### src/rtl/mac_seq_ctrl_pkg.sv
// Shared types and constants for the MAC sequencer and its four-lane
// int8 product-sum datapath.
package mac_seq_pkg;

    localparam int unsigned ADDR_W_DEF = 12;
    localparam int unsigned LEN_W_DEF  = 12;
    localparam int unsigned LANE_W     = 8;
    localparam int unsigned OFF_W      = 9;
    localparam int unsigned LANES      = 4;
    localparam int unsigned WORD_W     = LANE_W * LANES;
    localparam int unsigned PROD_W     = 2 * OFF_W;
    localparam int unsigned ACC_W      = 32;

    typedef enum logic [1:0] {
        IDLE,
        READ,
        DRAIN,
        RESP
    } state_t;

endpackage

### src/rtl/mac_seq_ctrl_if.sv
// Command, buffer-read and response signals of the MAC sequencer.
interface mac_seq_ctrl_if
    import mac_seq_pkg::*;
#(
    parameter int unsigned ADDR_W = ADDR_W_DEF,
    parameter int unsigned LEN_W  = LEN_W_DEF
);

    logic                     cmd_valid;
    logic                     cmd_ready;
    logic [ADDR_W-1:0]        cmd_in_base;
    logic [ADDR_W-1:0]        cmd_flt_base;
    logic [LEN_W-1:0]         cmd_len;
    logic [OFF_W-1:0]         cmd_input_offset;
    logic [OFF_W-1:0]         cmd_filter_offset;

    logic                     rd_en;
    logic [ADDR_W-1:0]        in_addr;
    logic [ADDR_W-1:0]        flt_addr;
    logic [WORD_W-1:0]        in_rdata;
    logic [WORD_W-1:0]        flt_rdata;

    logic                     rsp_valid;
    logic                     rsp_ready;
    logic [ACC_W-1:0]         rsp_acc;
    logic                     busy;

    // Sequencer side.
    modport slave (
        input  cmd_valid, cmd_in_base, cmd_flt_base, cmd_len,
               cmd_input_offset, cmd_filter_offset,
               in_rdata, flt_rdata, rsp_ready,
        output cmd_ready, rd_en, in_addr, flt_addr,
               rsp_valid, rsp_acc, busy
    );

    // Command issuer, buffers and response consumer side.
    modport master (
        output cmd_valid, cmd_in_base, cmd_flt_base, cmd_len,
               cmd_input_offset, cmd_filter_offset,
               in_rdata, flt_rdata, rsp_ready,
        input  cmd_ready, rd_en, in_addr, flt_addr,
               rsp_valid, rsp_acc, busy
    );

endinterface

### src/rtl/mac_seq_ctrl_simd_mac4.sv
// Combinational four-lane int8 product sum with per-operand offsets;
// shared with the datapath CFU.
module simd_mac4
    import mac_seq_pkg::*;
(
    input  logic [WORD_W-1:0]        act_word,
    input  logic [WORD_W-1:0]        flt_word,
    input  logic signed [OFF_W-1:0]  act_off,
    input  logic signed [OFF_W-1:0]  flt_off,
    output logic signed [ACC_W-1:0]  sum
);

    logic signed [OFF_W-1:0]  act_op;
    logic signed [OFF_W-1:0]  flt_op;
    logic signed [PROD_W-1:0] prod;

    // Operands stay 9-bit signed; the 18-bit product is exact.
    always_comb begin
        sum    = '0;
        act_op = '0;
        flt_op = '0;
        prod   = '0;
        for (int unsigned k = 0; k < LANES; k++) begin
            act_op = $signed({act_word[LANE_W*k + LANE_W - 1], act_word[LANE_W*k +: LANE_W]}) + act_off;
            flt_op = $signed({flt_word[LANE_W*k + LANE_W - 1], flt_word[LANE_W*k +: LANE_W]}) + flt_off;
            prod   = act_op * flt_op;
            sum    = sum + {{(ACC_W-PROD_W){prod[PROD_W-1]}}, prod};
        end
    end

endmodule

### src/rtl/mac_seq_ctrl.sv
// Dot-product sequencer: streams word pairs from the input and filter
// buffers and accumulates offset-corrected four-lane products.
module mac_seq_ctrl
    import mac_seq_pkg::*;
#(
    parameter int unsigned ADDR_W = ADDR_W_DEF,
    parameter int unsigned LEN_W  = LEN_W_DEF
)(
    input  logic          clk,
    input  logic          reset,
    mac_seq_ctrl_if.slave bus
);

    state_t state;
    state_t state_next;

    logic [ADDR_W-1:0]        in_base;
    logic [ADDR_W-1:0]        flt_base;
    logic [LEN_W-1:0]         len;
    logic signed [OFF_W-1:0]  in_off;
    logic signed [OFF_W-1:0]  flt_off;
    logic [LEN_W-1:0]         idx;
    logic [ACC_W-1:0]         acc;
    logic                     data_valid;

    logic                     rd_en;
    logic                     cmd_ready;
    logic                     rsp_valid;
    logic                     last_read;
    logic signed [ACC_W-1:0]  lane_sum;

    simd_mac4 u_mac (
        .act_word (bus.in_rdata),
        .flt_word (bus.flt_rdata),
        .act_off  (in_off),
        .flt_off  (flt_off),
        .sum      (lane_sum)
    );

    assign last_read = (idx == len - LEN_W'(1));

    always_comb begin
        state_next = state;
        rd_en      = 1'b0;
        cmd_ready  = 1'b0;
        rsp_valid  = 1'b0;
        case (state)
            IDLE: begin
                cmd_ready = 1'b1;
                if (bus.cmd_valid) begin
                    state_next = (bus.cmd_len != '0) ? READ : RESP;
                end
            end
            READ: begin
                rd_en = 1'b1;
                if (last_read) begin
                    state_next = DRAIN;
                end
            end
            DRAIN: begin
                state_next = RESP;
            end
            RESP: begin
                rsp_valid = 1'b1;
                if (bus.rsp_ready) begin
                    state_next = IDLE;
                end
            end
            default: begin
                state_next = IDLE;
            end
        endcase
    end

    always_ff @(posedge clk) begin
        if (reset) begin
            state      <= IDLE;
            in_base    <= '0;
            flt_base   <= '0;
            len        <= '0;
            in_off     <= '0;
            flt_off    <= '0;
            idx        <= '0;
            acc        <= '0;
            data_valid <= 1'b0;
        end else begin
            state      <= state_next;
            data_valid <= rd_en;
            case (state)
                IDLE: begin
                    if (bus.cmd_valid) begin
                        in_base  <= bus.cmd_in_base;
                        flt_base <= bus.cmd_flt_base;
                        len      <= bus.cmd_len;
                        in_off   <= bus.cmd_input_offset;
                        flt_off  <= bus.cmd_filter_offset;
                        idx      <= '0;
                        acc      <= '0;
                    end
                end
                READ: begin
                    idx <= idx + LEN_W'(1);
                end
                default: begin
                end
            endcase
            // Read data arrives one cycle after the strobe; data_valid is
            // never set in IDLE, so it cannot collide with the acc clear.
            if (data_valid) begin
                acc <= acc + lane_sum;
            end
        end
    end

    assign bus.cmd_ready = cmd_ready;
    assign bus.rd_en     = rd_en;
    assign bus.in_addr   = rd_en ? (in_base + ADDR_W'(idx)) : '0;
    assign bus.flt_addr  = rd_en ? (flt_base + ADDR_W'(idx)) : '0;
    assign bus.rsp_valid = rsp_valid;
    assign bus.rsp_acc   = acc;
    assign bus.busy      = (state != IDLE);

endmodule
### src/flat_wrapper.sv
// flat-port wrapper written by rule: the top's interface ports become plain ports
module mac_seq_ctrl_flat import mac_seq_pkg::*;
#(
    parameter int unsigned ADDR_W = ADDR_W_DEF,
    parameter int unsigned LEN_W  = LEN_W_DEF
)
  (clk, reset, bus_cmd_valid, bus_cmd_in_base, bus_cmd_flt_base, bus_cmd_len, bus_cmd_input_offset, bus_cmd_filter_offset, bus_in_rdata, bus_flt_rdata, bus_rsp_ready, bus_cmd_ready, bus_rd_en, bus_in_addr, bus_flt_addr, bus_rsp_valid, bus_rsp_acc, bus_busy);
  mac_seq_ctrl_if #(.ADDR_W(ADDR_W), .LEN_W(LEN_W)) bus_i ();
  input  logic clk;
  input  logic reset;
  input wire logic [$bits(bus_i.cmd_valid)-1:0] bus_cmd_valid;
  input wire logic [$bits(bus_i.cmd_in_base)-1:0] bus_cmd_in_base;
  input wire logic [$bits(bus_i.cmd_flt_base)-1:0] bus_cmd_flt_base;
  input wire logic [$bits(bus_i.cmd_len)-1:0] bus_cmd_len;
  input wire logic [$bits(bus_i.cmd_input_offset)-1:0] bus_cmd_input_offset;
  input wire logic [$bits(bus_i.cmd_filter_offset)-1:0] bus_cmd_filter_offset;
  input wire logic [$bits(bus_i.in_rdata)-1:0] bus_in_rdata;
  input wire logic [$bits(bus_i.flt_rdata)-1:0] bus_flt_rdata;
  input wire logic [$bits(bus_i.rsp_ready)-1:0] bus_rsp_ready;
  output wire logic [$bits(bus_i.cmd_ready)-1:0] bus_cmd_ready;
  output wire logic [$bits(bus_i.rd_en)-1:0] bus_rd_en;
  output wire logic [$bits(bus_i.in_addr)-1:0] bus_in_addr;
  output wire logic [$bits(bus_i.flt_addr)-1:0] bus_flt_addr;
  output wire logic [$bits(bus_i.rsp_valid)-1:0] bus_rsp_valid;
  output wire logic [$bits(bus_i.rsp_acc)-1:0] bus_rsp_acc;
  output wire logic [$bits(bus_i.busy)-1:0] bus_busy;
  assign bus_i.cmd_valid = bus_cmd_valid;
  assign bus_i.cmd_in_base = bus_cmd_in_base;
  assign bus_i.cmd_flt_base = bus_cmd_flt_base;
  assign bus_i.cmd_len = bus_cmd_len;
  assign bus_i.cmd_input_offset = bus_cmd_input_offset;
  assign bus_i.cmd_filter_offset = bus_cmd_filter_offset;
  assign bus_i.in_rdata = bus_in_rdata;
  assign bus_i.flt_rdata = bus_flt_rdata;
  assign bus_i.rsp_ready = bus_rsp_ready;
  assign bus_cmd_ready = bus_i.cmd_ready;
  assign bus_rd_en = bus_i.rd_en;
  assign bus_in_addr = bus_i.in_addr;
  assign bus_flt_addr = bus_i.flt_addr;
  assign bus_rsp_valid = bus_i.rsp_valid;
  assign bus_rsp_acc = bus_i.rsp_acc;
  assign bus_busy = bus_i.busy;
  mac_seq_ctrl #(.ADDR_W(ADDR_W), .LEN_W(LEN_W)) u_core (.clk(clk), .reset(reset), .bus(bus_i));
endmodule
### config.mk
export PLATFORM = sky130hd
export DESIGN_NAME = mac_seq_ctrl_flat
export DESIGN_NICKNAME = d
export VERILOG_FILES = /design/src/rtl/mac_seq_ctrl_pkg.sv /design/src/rtl/mac_seq_ctrl_if.sv /design/src/rtl/mac_seq_ctrl_simd_mac4.sv /design/src/rtl/mac_seq_ctrl.sv /design/src/flat_wrapper.sv
export SDC_FILE = /design/constraint.sdc
export NUM_CORES = 1
export LEC_CHECK = 0
export ABC_AREA = 1
export ABC_CLOCK_PERIOD_IN_PS = 17900
export CAP_MARGIN = 10
export CORE_ASPECT_RATIO = 0.8
export CORE_MARGIN = 10
export CORE_UTILIZATION = 30
export DETAILED_ROUTE_END_ITERATION = 6
export GPL_ROUTABILITY_DRIVEN = 0
export GPL_TIMING_DRIVEN = 0
export PLACE_DENSITY_LB_ADDON = 0.25
export SLEW_MARGIN = 30
export SYNTH_ARGS = -nofsm -noshare
export SYNTH_HDL_FRONTEND = slang
export SYNTH_SLANG_ARGS = --single-unit
### constraint.sdc
create_clock -name clk -period 17.9 [get_ports clk]
set_clock_uncertainty 0.2 [all_clocks]
set_input_delay 2.685 -clock clk [delete_from_list [all_inputs] [get_ports clk]]
set_output_delay 2.685 -clock clk [all_outputs]
set_load 0.005 [all_outputs]
==> results by group, run 1 <==
CTS
  – Clk buf depth: 2
  – Clock-pin slew on the worst setup and hold paths: around 0.080 ns
  – Post_cts resized: 0
  – Clock sinks: 101
  – Clock Latency Late Sink: around 0.38 ns
  – H-tree levels: 3
  – Cts hold-fix bufs: 0
  – Num CTS Buffers: 9
  – Post-CTS setup buffer count: 0
  – CTS root buf: clkbuf_16
  – CTS tree: done

Worst setup path
  – CP delay by family, top: adder cells
  – Flop2flop setup slack: slightly above 6 ns
  – Worst R2R Path Depth: 42
  – Critical Path RT: approximately 18 ns
  – Most frequent CP cell: fa_1
  – Critical path's slowest cell: fa_1
  – Crit-path max cell delay: between 0.7 and 0.8 ns
  – Largest fanout on the critical path: 13
  – Buffers & Inverters on Critical Path: 6
  – Critical path class: in2reg
  – CP endpoint kind: register
  – Critical Path AT: between 10 and 15 ns
  – Critical Path Start Type: primary input
  – RR Endpoint: u_core.bus.rsp_acc[31]
  – Worst r2r src: u_core.in_off[1]
  – Number of cells on the critical path: 40

Global route
  – Global Route Usage Sum: 0.159
  – Initial antenna violation count: 2
  – First-pass GRT wire length: 108,000 microns
  – Vias in the first global route: around 18,000
  – Pin count of the biggest net entering global routing: 19
  – Grt ovf: 0

Floorplan
  – Row count: 90
  – Die area: between 0.08 and 0.09 sq mm
  – Initial core utilization: 0.302
  – Core area: around 0.075 sq mm
  – Die W: roughly 330 microns
  – IO Count: between 150 and 200
  – Die height: about 270 microns

Worst hold path
  – HP Start: u_core.bus.rsp_acc[25]
  – HP Class: reg2reg
  – Hold path cells: 2
  – Worst hold path endpoint: u_core.bus.rsp_acc[25]

Synthesis
  – Synthesized net count: roughly 3,700
  – Avg Inst Size Synth: a little under 8 sq um
  – #FFs+latches synth: about 100
  – Most used DFF post-synth: dfxtp_1
  – Yosys warnings: 0
  – Synthesized cell area: 0.0228 sq mm
  – Seq/Total Area, Yosys: 0.0888
  – Synth unique cells: 48
  – Mapped Cells: ~2,900
  – Ys async rst share: 0
  – Post-synth EDFFs: 0

Routing
  – Iter 0 DRT Violations: approximately 1,200
  – Drt via density: between 4 and 5
  – DRT Pass-1 Iters: 5
  – DRC viols: 0
  – Vias: 18,661
  – DRT Wirelength: ~70,000 microns
  – Detail Route Antenna Nets: 0
  – Post-DR wirelength/cell: between 15 and 20 microns

Finish
  – Commonest non-fill, non-tap cell in the layout: inv_1
  – Most frequent cells in the layout: 673 x inv_1, 507 x nand2_1, 416 x fa_1, 319 x nor2_1, 225 x ha_1
  – Filler instances: between 8,000 and 9,000
  – Layout cells sized above 1: 0.0338
  – Area Overhead vs Synth: 14.9%
  – Core Util, Final: 0.347
  – Net total in the final layout: between 3,000 and 4,000

STA
  – Slew headroom: 0.320
  – Highest Clock Rate: 73.0 MHz
  – Final period utilization: 0.766
  – Slew of the pin with the lowest slew margin: between 1 and 1.5 ns
  – Fin worst setup slack: 4.20 ns
  – Fin crit period: approximately 14 ns
  – Setup_tns: 0 ns
  – Max Slew Vio Count: 0
  – RSZ-0062 raised after global routing: no
  – Final hold viol count: 0
  – Final setup viols: 0

Placed design
  – Post-placement setup slack: roughly 4 ns
  – DP HPWL: ~62,000 microns
  – Port Buffer Count: 180

Outcome
  – Status: complete, no violations

Run
  – Max-capacitance violation count: 0
## flip-flops by register name, summed over array words and instances (netlist names)
signal,count
u_core.in_off,9
u_core.in_base,12
u_core.state,2
u_core.bus.rsp_acc,32
u_core.idx,12
u_core.len,12
u_core.data_valid,1
u_core.flt_base,12
u_core.flt_off,9
## worst register-to-register path: cells and delay by family, from the launching register on
family | cells | cell delay [ns]
compound gates | 8 | 1.70
xor+xnor | 1 | 0.20
fa+ha+maj | 11 | 5.75
buf+inv | 9 | 1.19
flops | 1 | 0.68
simple gates | 13 | 1.99
## layer usage
layer / share of wire / vias to the layer above / track usage
li1: - / 9214 / -
met1: 0.48 / 8922 / 0.234
met2: 0.44 / 494 / 0.242
met3: 0.070 / 29 / 0.0325
met4: 0.0084 / 2 / 0.0158
met5: 0.00019 / - / 0
## worst max path at each step
stage	start	to	slack (ns)
after floorplan	bus_in_rdata[0]	u_core.bus.rsp_acc[24]	6.23
after global placement	bus_in_rdata[0]	u_core.bus.rsp_acc[31]	3.86
after detailed placement	bus_in_rdata[0]	u_core.bus.rsp_acc[24]	3.91
after CTS	bus_in_rdata[0]	u_core.bus.rsp_acc[24]	4.30
after global routing	bus_in_rdata[0]	u_core.bus.rsp_acc[24]	3.31
final	bus_in_rdata[0]	u_core.bus.rsp_acc[31]	4.20
## cell families (layout without fill, tap and decap cells)
| family | count (synthesis) | after routing | synth area share |
|---|---|---|---|
| simple gates | 1000 | 1000 | 0.180 |
| buf+inv | 720 | 916 | 0.119 |
| fa+ha+maj | 641 | 641 | 0.489 |
| compound gates | 374 | 374 | 0.0910 |
| flops | 101 | 101 | 0.0888 |
| xor+xnor | 72 | 72 | 0.0321 |
| other cells | 0 | 1 | 0 |
## cell usage after synthesis, types with 5 or more instances
cell | number | share of area
dfxtp_1 | 101 | 0.089
inv_2 | 9 | 0.0015
o21bai_1 | 14 | 0.0046
xnor2_1 | 22 | 0.0085
nor4_1 | 5 | 0.0014
clkbuf_1 | 34 | 0.0056
o21a_1 | 7 | 0.0023
nand3_1 | 79 | 0.017
ha_1 | 225 | 0.12
nor3_1 | 14 | 0.0031
o21ai_2 | 5 | 0.0019
xor2_2 | 8 | 0.0057
nor3b_1 | 5 | 0.0016
or2_1 | 8 | 0.0022
a21oi_1 | 186 | 0.041
a21o_1 | 6 | 0.0020
xor2_1 | 38 | 0.015
inv_1 | 673 | 0.11
nand3b_1 | 5 | 0.0016
fa_1 | 416 | 0.37
nor2_1 | 319 | 0.053
a21oi_2 | 11 | 0.0042
nand2_1 | 507 | 0.084
o21ai_0 | 116 | 0.025
nand4_1 | 13 | 0.0036
or2_2 | 35 | 0.0096
o21ai_1 | 10 | 0.0022
## stage by stage
stage                     hold slack, ns  area [sq um]  cells
final                              0.289         26200   4117
after global routing               0.311         26100   4116
after CTS                          0.291         26100   4116
after detailed placement           0.279         25800   4100
after global placement             0.271         25800   4100
after floorplan                    0.248         22800   2908
## area by class of cell
| type | instances | area (sq um) | area share |
|---|---|---|---|
| inverter | 683 | 2570 | 0.0981 |
| buffer | 37 | 145 | 0.00555 |
| sequential | 101 | 2020 | 0.0773 |
| timing repair buffer | 180 | 1800 | 0.0689 |
| multi-input combinational | 2087 | 18100 | 0.691 |
| tap | 1012 | 1270 | 0.0484 |
| antenna | 1 | 2.50 | 0.0000957 |
| clock buffer | 10 | 229 | 0.00876 |
| clock inverter | 6 | 52.6 | 0.00201 |
Power of run 1 is not shown: default switching activity piles up to over one toggle a cycle in this logic, so the estimate is an artifact.
==> run 2, diff against run 1 <==
Settings changed: ABC_CLOCK_PERIOD_IN_PS 17900 to 11100.
Clock period 17.9 ns to 11.1 ns, I/O delays scaled along.
==> results by group, run 2 (same netlist as run 1, synthesis figures left out) <==
Outcome
  – Status: complete, no violations

Global route
  – First-pass GRT wire length: 110,000 microns
  – Global Route Usage Sum: 0.161
  – Initial antenna violation count: 2
  – Vias in the first global route: ~19,000
  – Grt ovf: 0
  – Pin count of the biggest net entering global routing: 19

Worst setup path
  – Most frequent CP cell: fa_1
  – Critical Path Start Type: primary input
  – CP endpoint kind: register
  – Critical path class: in2reg
  – Critical Path AT: ~11 ns
  – Critical Path RT: approximately 11 ns
  – Critical path's slowest cell: fa_2
  – Crit-path max cell delay: approximately 0.61 ns
  – Largest fanout on the critical path: 5

CTS
  – CTS tree: done
  – Cts hold-fix bufs: 0
  – Clk buf depth: 2
  – CTS root buf: clkbuf_16
  – H-tree levels: 3
  – Clock Latency Late Sink: between 0.3 and 0.4 ns
  – Clock-pin slew on the worst setup and hold paths: 0.07 ns
  – Num CTS Buffers: 9
  – Clock sinks: 101

STA
  – Final hold viol count: 0
  – Final period utilization: 0.982
  – Max Slew Vio Count: 0
  – Highest Clock Rate: 91.7 MHz
  – Fin crit period: ~11 ns
  – Hold slack: about 0.29 ns
  – Slew headroom: 0.416
  – Final setup viols: 0
  – RSZ-0062 raised after global routing: yes
  – Fin worst setup slack: between 0.15 and 0.2 ns
  – Slew of the pin with the lowest slew margin: a little under 0.9 ns

Floorplan
  – IO Count: roughly 180
  – Initial core utilization: 0.302
  – Row count: 90
  – Die height: between 200 and 300 microns
  – Core area: roughly 0.075 sq mm
  – Die area: approximately 0.087 sq mm
  – Die W: around 330 microns

Placed design
  – Post-placement setup slack: -1.87 ns
  – DP HPWL: 62,400 microns
  – Cell count after placement: roughly 4,100
  – Port Buffer Count: between 150 and 200

Finish
  – Net total in the final layout: roughly 4,000
  – Area Overhead vs Synth: 26.0%
  – Commonest non-fill, non-tap cell in the layout: inv_1
  – Diodes inserted: 0
  – Seq. cell area: between 0.002 and 0.0025 sq mm
  – Layout cells sized above 1: 0.157
  – Filler instances: ~7,800
  – Most frequent cells in the layout: 624 x inv_1, 454 x nand2_1, 383 x fa_1, 284 x nor2_1, 178 x ha_1
  – Largest register FFs: 32
  – Footprint of the multi-input gates: ~0.020 sq mm
  – Finished Layout Cells: between 4,000 and 5,000

Routing
  – Drt via density: approximately 4.6
  – Detail Route Antenna Nets: 0
  – Iter 0 DRT Violations: about 1,200
  – Vias: 19,233
  – DRT Pass-1 Iters: 5
  – Post-DR wirelength/cell: approximately 17 microns
  – DRC viols: 0
  – DRT Wirelength: 71,600 microns

Run
  – Max-capacitance violation count: 0

Worst hold path
  – HP Class: reg2reg
run 2: path summary, 6_finish.rpt:
check	endpoint	from	depth (start not counted)	slack [ns]
setup / recovery	u_core.bus.rsp_acc[24]	bus_in_rdata[24]	44	0.20
hold / removal	u_core.len[1]	u_core.len[1]	2	0.29
setup reg to reg	u_core.bus.rsp_acc[24]	u_core.in_off[0]	43	0.63
hold reg to reg	u_core.len[1]	u_core.len[1]	2	0.29
run 2: repair_timing:
item | in CTS | in global routing
pin swaps | 51 | 153
gates resized for setup | 141 | 307
cloned | 1 | 1
endpoints found under the setup margin | 20 | 20
buffers inserted | 26 | 62
run 2: worst max-delay path, delay by kind of cell:
| kind | cells | cell delay (ns) |
|---|---|---|
| AND/OR/NAND/NOR | 10 | 1.32 |
| XOR/XNOR | 2 | 0.35 |
| AO/OA/AOI/OAI | 10 | 1.42 |
| buffers and inverters | 10 | 0.86 |
| adder cells (fa/ha/maj) | 12 | 5.30 |
run 2: layout make-up:
class,count,area share
buffer,37,0.00528
multi-input combinational,2089,0.689
inverter,683,0.0903
tap,1012,0.0441
sequential,101,0.0705
clock buffer,10,0.00798
clock inverter,6,0.00183
timing repair buffer,268,0.0906
run 2: stage by stage:
step | cell area, sq um | setup TNS [ns] | util
global placement | 25800 | -29.47 | 0.343
detailed placement | 25800 | -28.93 | 0.343
floorplan | 22800 | 0 | -
finish | 28700 | 0 | 0.381
global route | 28700 | -1.05 | 0.381
CTS | 27000 | -0.00673 | 0.359
run 2: layer usage:
layer / wire length [microns] / vias up / global-route usage
li1: - / 9399 / -
met1: 34100 / 9326 / 0.236
met2: 32100 / 468 / 0.249
met3: 4620 / 38 / 0.0322
met4: 759 / 2 / 0.0165
met5: 13 / - / 0
Power of run 2 is left out for the same reason.
==> run 3, diff against run 2 <==
==> constraint.sdc (replaced) <==
create_clock -name clk -period 11.1 [get_ports clk]
set_clock_uncertainty 0.2 [all_clocks]
set_input_delay 2.22 -clock clk [delete_from_list [all_inputs] [get_ports clk]]
set_output_delay 2.22 -clock clk [all_outputs]
set_load 0.005 [all_outputs]
==> results by group, run 3 (same netlist as run 1, synthesis figures left out) <==
Outcome
  – Failing checks: setup timing
  – Status: finished, violations left

Routing
  – DRT Wirelength: 74,500 microns
  – Drt via density: roughly 4.6
  – Detail Route Antenna Nets: 0
  – Vias: 19,743
  – Met1 Wirelength: ~35,000 microns
  – Post-DR wirelength/cell: between 15 and 20 microns
  – Routed wl met3: about 5000 microns
  – Met2 wire length: between 30,000 and 40,000 microns
  – DRT Pass-1 Iters: 5
  – DRC viols: 0
  – Iter 0 DRT Violations: about 1,100
  – Top routing layer in use: met4

CTS
  – Clock sinks: 101
  – Num CTS Buffers: 9
  – Clock-pin slew on the worst setup and hold paths: 0.07 ns
  – H-tree levels: 3
  – Clk buf depth: 2
  – CTS tree: done
  – Clock Latency Late Sink: about 0.37 ns
  – CTS root buf: clkbuf_16

Worst hold path
  – HP Class: reg2reg

Worst setup path
  – Largest fanout on the critical path: 5
  – Most frequent CP cell: fa_1
  – Critical path class: in2reg
  – Critical Path RT: 11.13 ns
  – Buffers & Inverters on Critical Path: 9
  – CP delay by family, top: adder cells
  – Crit-path max cell delay: between 0.5 and 0.6 ns
  – Critical Path Start Type: primary input
  – Critical Path AT: between 10 and 15 ns
  – Critical path's slowest cell: fa_1
  – CP endpoint kind: register

Floorplan
  – Core area: roughly 0.075 sq mm
  – IO Count: 182
  – Row count: 90
  – Die W: 328 microns
  – Die area: about 0.09 sq mm
  – Initial core utilization: 0.302
  – Die height: between 200 and 300 microns

Placed design
  – DP HPWL: approximately 63,000 microns
  – Cell count after placement: 4,100
  – Port Buffer Count: 180

Global route
  – Pin count of the biggest net entering global routing: 19
  – Global Route Usage Sum: 0.168
  – Vias in the first global route: 19,965
  – Grt ovf: 0
  – First-pass GRT wire length: between 100,000 and 150,000 microns
  – Initial antenna violation count: 3

STA
  – Slew of the pin with the lowest slew margin: between 0.9 and 1 ns
  – Final hold viol count: 0
  – Final period utilization: 1.03
  – Fin crit period: approximately 11 ns
  – RSZ-0062 raised after global routing: yes
  – Max Slew Vio Count: 0
  – Setup_tns: -3.01 ns
  – Slew headroom: 0.372
  – Highest Clock Rate: between 80 and 90 MHz
  – Final setup viols: 15
  – Fin worst setup slack: -0.295 ns

Finish
  – Commonest non-fill, non-tap cell in the layout: inv_1
  – Largest register FFs: 32
  – Finished Layout Cells: 4,291
  – Most frequent cells in the layout: 618 x inv_1, 443 x nand2_1, 380 x fa_1, 270 x nor2_1, 165 x ha_1
  – Area Overhead vs Synth: 31.7%
  – Layout cells sized above 1: 0.208
  – Net total in the final layout: approximately 4,000
  – Diodes inserted: 0

Run
  – Max-capacitance violation count: 0
-- run 3: changes by cell type in the layout (fill, tap and decap cells not counted), moves of 14 or more --
cell            before  now
buf_6                6   30
a21oi_1            144  120
a21oi_2             41   58
ha_4                38   59
dlygate4sd2_1        0   15
buf_4               77  143
nor2_1             284  270
dlymetal6s2s_1      16    2
-- run 3: routing by layer --
| metal | GRT usage | vias up |
|---|---|---|
| li1 | - | 9562 |
| met1 | 0.239 | 9625 |
| met2 | 0.262 | 501 |
| met3 | 0.0382 | 55 |
| met4 | 0.0250 | 0 |
| met5 | 0 | - |
-- run 3: what timing repair did --
action                     4_1_cts  5_1_grt
pin swaps                      188      165
resized for setup              430      207
hold buffers                     0        0
setup buffers                  115       63
setup endpoints to repair       22       20
gates cloned                     1        0
-- run 3: final timing paths --
kind	cells past startpoint	end	from	slack, ns
worst max-delay path	45	u_core.bus.rsp_acc[24]	bus_in_rdata[28]	-0.30
worst min-delay path	2	u_core.bus.rsp_acc[6]	u_core.bus.rsp_acc[6]	0.29
worst max register to register	44	u_core.bus.rsp_acc[24]	u_core.flt_off[1]	0.60
worst min register to register	2	u_core.bus.rsp_acc[6]	u_core.bus.rsp_acc[6]	0.29
-- run 3: area by class of cell --
class | instances | area, sq um
Multi-Input combinational cell | 2088 | 20400
Sequential cell | 101 | 2020
Timing Repair Buffer | 354 | 3260
Clock buffer | 10 | 229
Clock inverter | 6 | 58.8
Buffer | 37 | 151
Inverter | 683 | 2590
Fill cell | 7676 | 45400
Tap cell | 1012 | 1270
-- run 3: tightest hold or removal path, delay by kind of cell, from the launching register on --
kind            cells  cell delay (ns)
compound gates      1             0.05
flops               1             0.33
simple gates        1             0.06
-- run 3: through the flow --
step	util	hold WS (ns)	area [sq um]	worst slack, ns
after floorplan	-	0.248	22800	0.0465
after detailed placement	0.343	0.277	25900	-2.16
after global routing	0.398	0.310	30000	-0.663
after CTS	0.381	0.291	28700	-0.195
after global placement	0.343	0.271	25800	-2.15
final	0.398	0.292	30000	-0.295
Power of run 3 is left out for the same reason.
==> edit 1 (settings of run 2) <==
Change the package constant `ACC_W` from 32 to 36.
--- a/src/rtl/mac_seq_ctrl_pkg.sv
+++ b/src/rtl/mac_seq_ctrl_pkg.sv
@@ -10,5 +10,5 @@
     localparam int unsigned WORD_W     = LANE_W * LANES;
     localparam int unsigned PROD_W     = 2 * OFF_W;
-    localparam int unsigned ACC_W      = 32;
+    localparam int unsigned ACC_W      = 36;
 
     typedef enum logic [1:0] {
Ports: changed (resized bus_rsp_acc); port bits go from 182 to 186. The function was not compared with the original's and may differ.
==> edit 1 against run 2 <==
Routed wire length is 9.4% higher. Design area increased by 4.3%. Sequential cell count is 4 higher. Via count grew 5.4%. Area after synthesis rose by 3.7%. First-iteration DRC count is 18% higher. Worst hold slack improved by 0.0066 ns. Worst setup slack improved by 0.036 ns. Core utilization increased by 0.52 points. Register-to-register slack lost 0.23 ns. Cell count up 4.6%. Critical path depth unchanged. Synthesized cell count increased by 5.4%.
Power is not shown: default switching activity piles up to over one toggle a cycle in this logic, so the estimate is an artifact.
==> edit 1: results (changes against run 2) <==
• **post-CTS clock slew at the launch and capture registers of the worst setup and hold paths** 0.09 ns, +0.02 ns
• **Wirelength per Cell** 17.8 um, +4.6%
• **max reg flops** 36, +13%
• **count of cell types in the netlist** 53, +10%
• **share of final-layout standard cells stronger than drive strength 1** 16.2%, +0.41 points
• **CP max stage cell** fa_1
• **post-CTS setup buffer count** 30, +15%
• **total placed cells including tap cells** 4,273, +4.2%
• **maximum number of pins on one net before global-route repair** 21, +2
• **Worst path max stage delay** 0.55 ns, -0.06 ns
• **count of inverters other than clock inverters in the layout** 718, +5.1%
• **bufs w/o clock** 326, +6.9%
• **initial drt markers** 1,368, +18%
• **first-pass GRT wire length** 119,000 um, +8.8%
• **number of gates resized after cts** 169, +20%
• **detailed-route via count** 20,300, +5.4%
• **total nets after synthesis** 3,831, +4.4%
• **reg2reg start** u_core.flt_off[1]
• **clock latency reported for the late side of the worst-skew pair** 0.40 ns, +0.02 ns
• **met3 wire length** 7070 um, +53%
• **Non-clock buffer share** 9.80%, +0.21 points
• **hold path startpoint** u_core.bus.rsp_acc[0]
• **commonest cells in the netlist** inv_1, nand2_1, fa_1, nor2_1, ha_1
• **status** complete, no violations
• **sequential area share after synthesis** 8.91%, +0.026 points
• **total routing resource utilization after global routing** 17.1%, +1.0 points
• **met3 track demand over resource** 5.51%, +2.3 points
• **Buffers on Ports** 185, +2.8%
==> edit 1: changes by cell type after synthesis, sizes merged, moves of 4 or more <==
| cell | before | now |
|---|---|---|
| nand2 | 511 | 561 |
| nor2 | 321 | 361 |
| inv | 683 | 718 |
| nand3 | 79 | 92 |
| o21bai | 14 | 20 |
| a31oi | 4 | 9 |
| a21o | 6 | 10 |
| dfxtp | 101 | 105 |
==> edit 1: cells by family (layout without fill, tap and decap cells) <==
logic type	after synthesis	in the layout	share of synthesized area, %
flip-flops	105	105	8.91
AND/OR/NAND/NOR	1104	1105	19.2
buffers and inverters	754	1060	12.0
other	0	3	0
adder cells (fa/ha/maj)	644	644	47.4
XOR/XNOR	73	74	3.20
AO/OA/AOI/OAI	385	385	9.26
==> edit 1: worst max-delay path by stage <==
stage | start | end | slack [ns]
2_1_floorplan | bus_in_rdata[24] | u_core.bus.rsp_acc[34] | 0.35
3_5_place_dp | bus_in_rdata[24] | u_core.bus.rsp_acc[35] | -1.73
3_3_place_gp | bus_in_rdata[24] | u_core.bus.rsp_acc[35] | -1.74
5_1_grt | bus_flt_rdata[10] | u_core.bus.rsp_acc[35] | -0.19
6_report | bus_flt_rdata[10] | u_core.bus.rsp_acc[35] | 0.23
4_1_cts | bus_in_rdata[16] | u_core.bus.rsp_acc[24] | -0.04
==> edit 1: metrics by stage <==
stage	utilization (%)	hold slack, ns	setup slack [ns]	TNS (ns)
3_5_place_dp	34.5	0.279	-1.73	-27.94
5_1_grt	38.6	0.323	-0.194	-1.30
6_report	38.6	0.296	0.233	0
2_1_floorplan	-	0.259	0.348	0
4_1_cts	36.3	0.298	-0.0392	-0.105
3_3_place_gp	34.5	0.271	-1.74	-27.93
==> edit 2 (settings of run 2) <==
Made on the original files. Reset style: asynchronous (`reset`), changed in one clocked block.
--- a/src/rtl/mac_seq_ctrl.sv
+++ b/src/rtl/mac_seq_ctrl.sv
@@ -73,5 +73,5 @@
     end
 
-    always_ff @(posedge clk) begin
+    always_ff @(posedge clk or posedge reset) begin
         if (reset) begin
             state      <= IDLE;
Behaviour: not the same (a bounded check fails within 4 cycles, from zero or initial values and one cycle with reset high; the reset may be asserted at any time).
==> edit 2 against run 2 <==
Sequential share of layout area increased by 1.7 points. Largest cell class unchanged. Area after synthesis grew 2.5%. Non-clock buffer count decreased by 14. Sequential cell count did not move. Design area grew 1.2%. Worst setup slack gained 0.067 ns. Routed wire length increased by 0.97%. Cell count rose by 0.24%.
Power is left out: the tool's default activity adds up to more than one toggle a clock period on the data nets, which glitch-free logic cannot reach.
==> edit 2: results (changes against run 2) <==
• **met2 layer wire length in the routed design** 32,000 um, -0.16%
• **sequential area share after synthesis** 10.8%, +1.9 points
• **biggest fanout along the worst timing path** 7, +2
• **routed metal-1 wirelength** 34,300 um, +0.66%
• **met3 track demand over resource** 3.95%, +0.72 points
• **Slew HR** 32.0%, -9.6 points
• **post-DP HPWL** 63,000 um, +0.91%
• **first-pass GRT wire length** 112,000 um, +2.4%
• **total number of nets in the final design** 3,947, -0.13%
• **bufs w/o clock** 291, -4.6%
• **share of the final layout cell area in multi-input gates** 67.3%, -1.7 points
• **hold path startpoint** u_core.in_base[7]
• **Buffers on Ports** 181, +0.56%
• **register area** 2530 sq um, +25%
• **count of filler cells inserted in the layout** 7,946, +2.0%
• **setup slack of the most critical reg-to-reg path** 0.94 ns, +0.31 ns
• **reg2reg start** u_core.in_off[1]
• **sink of the worst hold path** u_core.in_base[7]
• **count of inverters other than clock inverters in the layout** 706, +3.4%
• **global-route track usage on met1** 23.1%, -0.49 points
• **ys flop type** dfrtp_1
• **met3 wire length** 4600 um, -0.37%
• **multi-input combinational cell count** 2,075, -0.67%
• **diodes inserted** 4, +4
• **Worst setup startpoint** bus_in_rdata[27]
• **Worst path max stage delay** 0.63 ns, +0.02 ns
• **Worst Reg2Reg Path Length in Cells** 46, +7.0%
• **data arrival time of the critical path** 10.90 ns, -0.05 ns
• **met2 Usage GRT** 24.1%, -0.72 points
• **post-route worst hold slack** 0.292 ns, +0.00233 ns
• **ClkCell Share** 1.03%, +0.049 points
• **maximum number of pins on one net before global-route repair** 77, +58
• **overall routed net length** 72,300 um, +0.97%
• **share of the synthesized area in compound gates (AO/OA/AOI/OAI)** 8.22%, -0.88 points
• **post-CTS setup buffer count** 29, +12%
• **total nets after synthesis** 3,672, +0.027%
• **commonest cells in the netlist** inv_1, nand2_1, fa_1, nor2_1, ha_1
• **number of clock buffer instances in the layout** 9, -1
• **initial drt markers** 1,162, +0.52%
• **status** complete, no violations
• **via count of the first global-routing pass** 19,200, +3.3%
• **share of final-layout standard cells stronger than drive strength 1** 14.9%, -0.82 points
• **termination of the worst setup path** u_core.bus.rsp_acc[31]
• **leading post-synthesis cells by cell area** fa_1, ha_1, inv_1, dfrtp_1, nand2_1
• **fraction of the mapped netlist area in adder cells** 47.7%, -1.2 points
• **initial antenna violation count** 3, +1
• **number of gates resized after cts** 106, -25%
• **total of endpoints with negative setup slack in the final report** 0, unchanged
• **Non-clock buffer share** 9.30%, -0.29 points
• **post-CTS clock slew at the launch and capture registers of the worst setup and hold paths** 0.09 ns, +0.02 ns
• **Max Freq** 0.0923 GHz, +0.61%
[edit 2: cell count changes after synthesis, moves of 9 or more]
cell and delta:
a21oi_1 -49, clkbuf_1 -10, or2_2 -9, o21ai_0 -15, inv_1 +9, dfxtp_1 -101, nand3_1 -9, nand2_1 +133
nor2_1 -87, inv_2 +14, dfrtp_1 +101
[edit 2: critical path: cells and delay by family]
kind / cells / cell delay, ns
adder cells (fa/ha/maj): 11 / 5.05
AO/OA/AOI/OAI: 10 / 1.34
buffers and inverters: 9 / 1.23
AND/OR/NAND/NOR: 15 / 1.55
[edit 2: per-stage QoR]
| stage | TNS, ns | util (%) | instance area [sq um] | std cells |
|---|---|---|---|---|
| after global placement | -21.30 | 34.3 | 26400 | 4113 |
| after floorplan | 0 | - | 23300 | 2909 |
| after CTS | 0 | 35.6 | 27500 | 4159 |
| final | 0 | 37.7 | 29000 | 4216 |
| after detailed placement | -21.95 | 34.4 | 26500 | 4114 |
| after global routing | -0.201 | 37.6 | 29000 | 4213 |
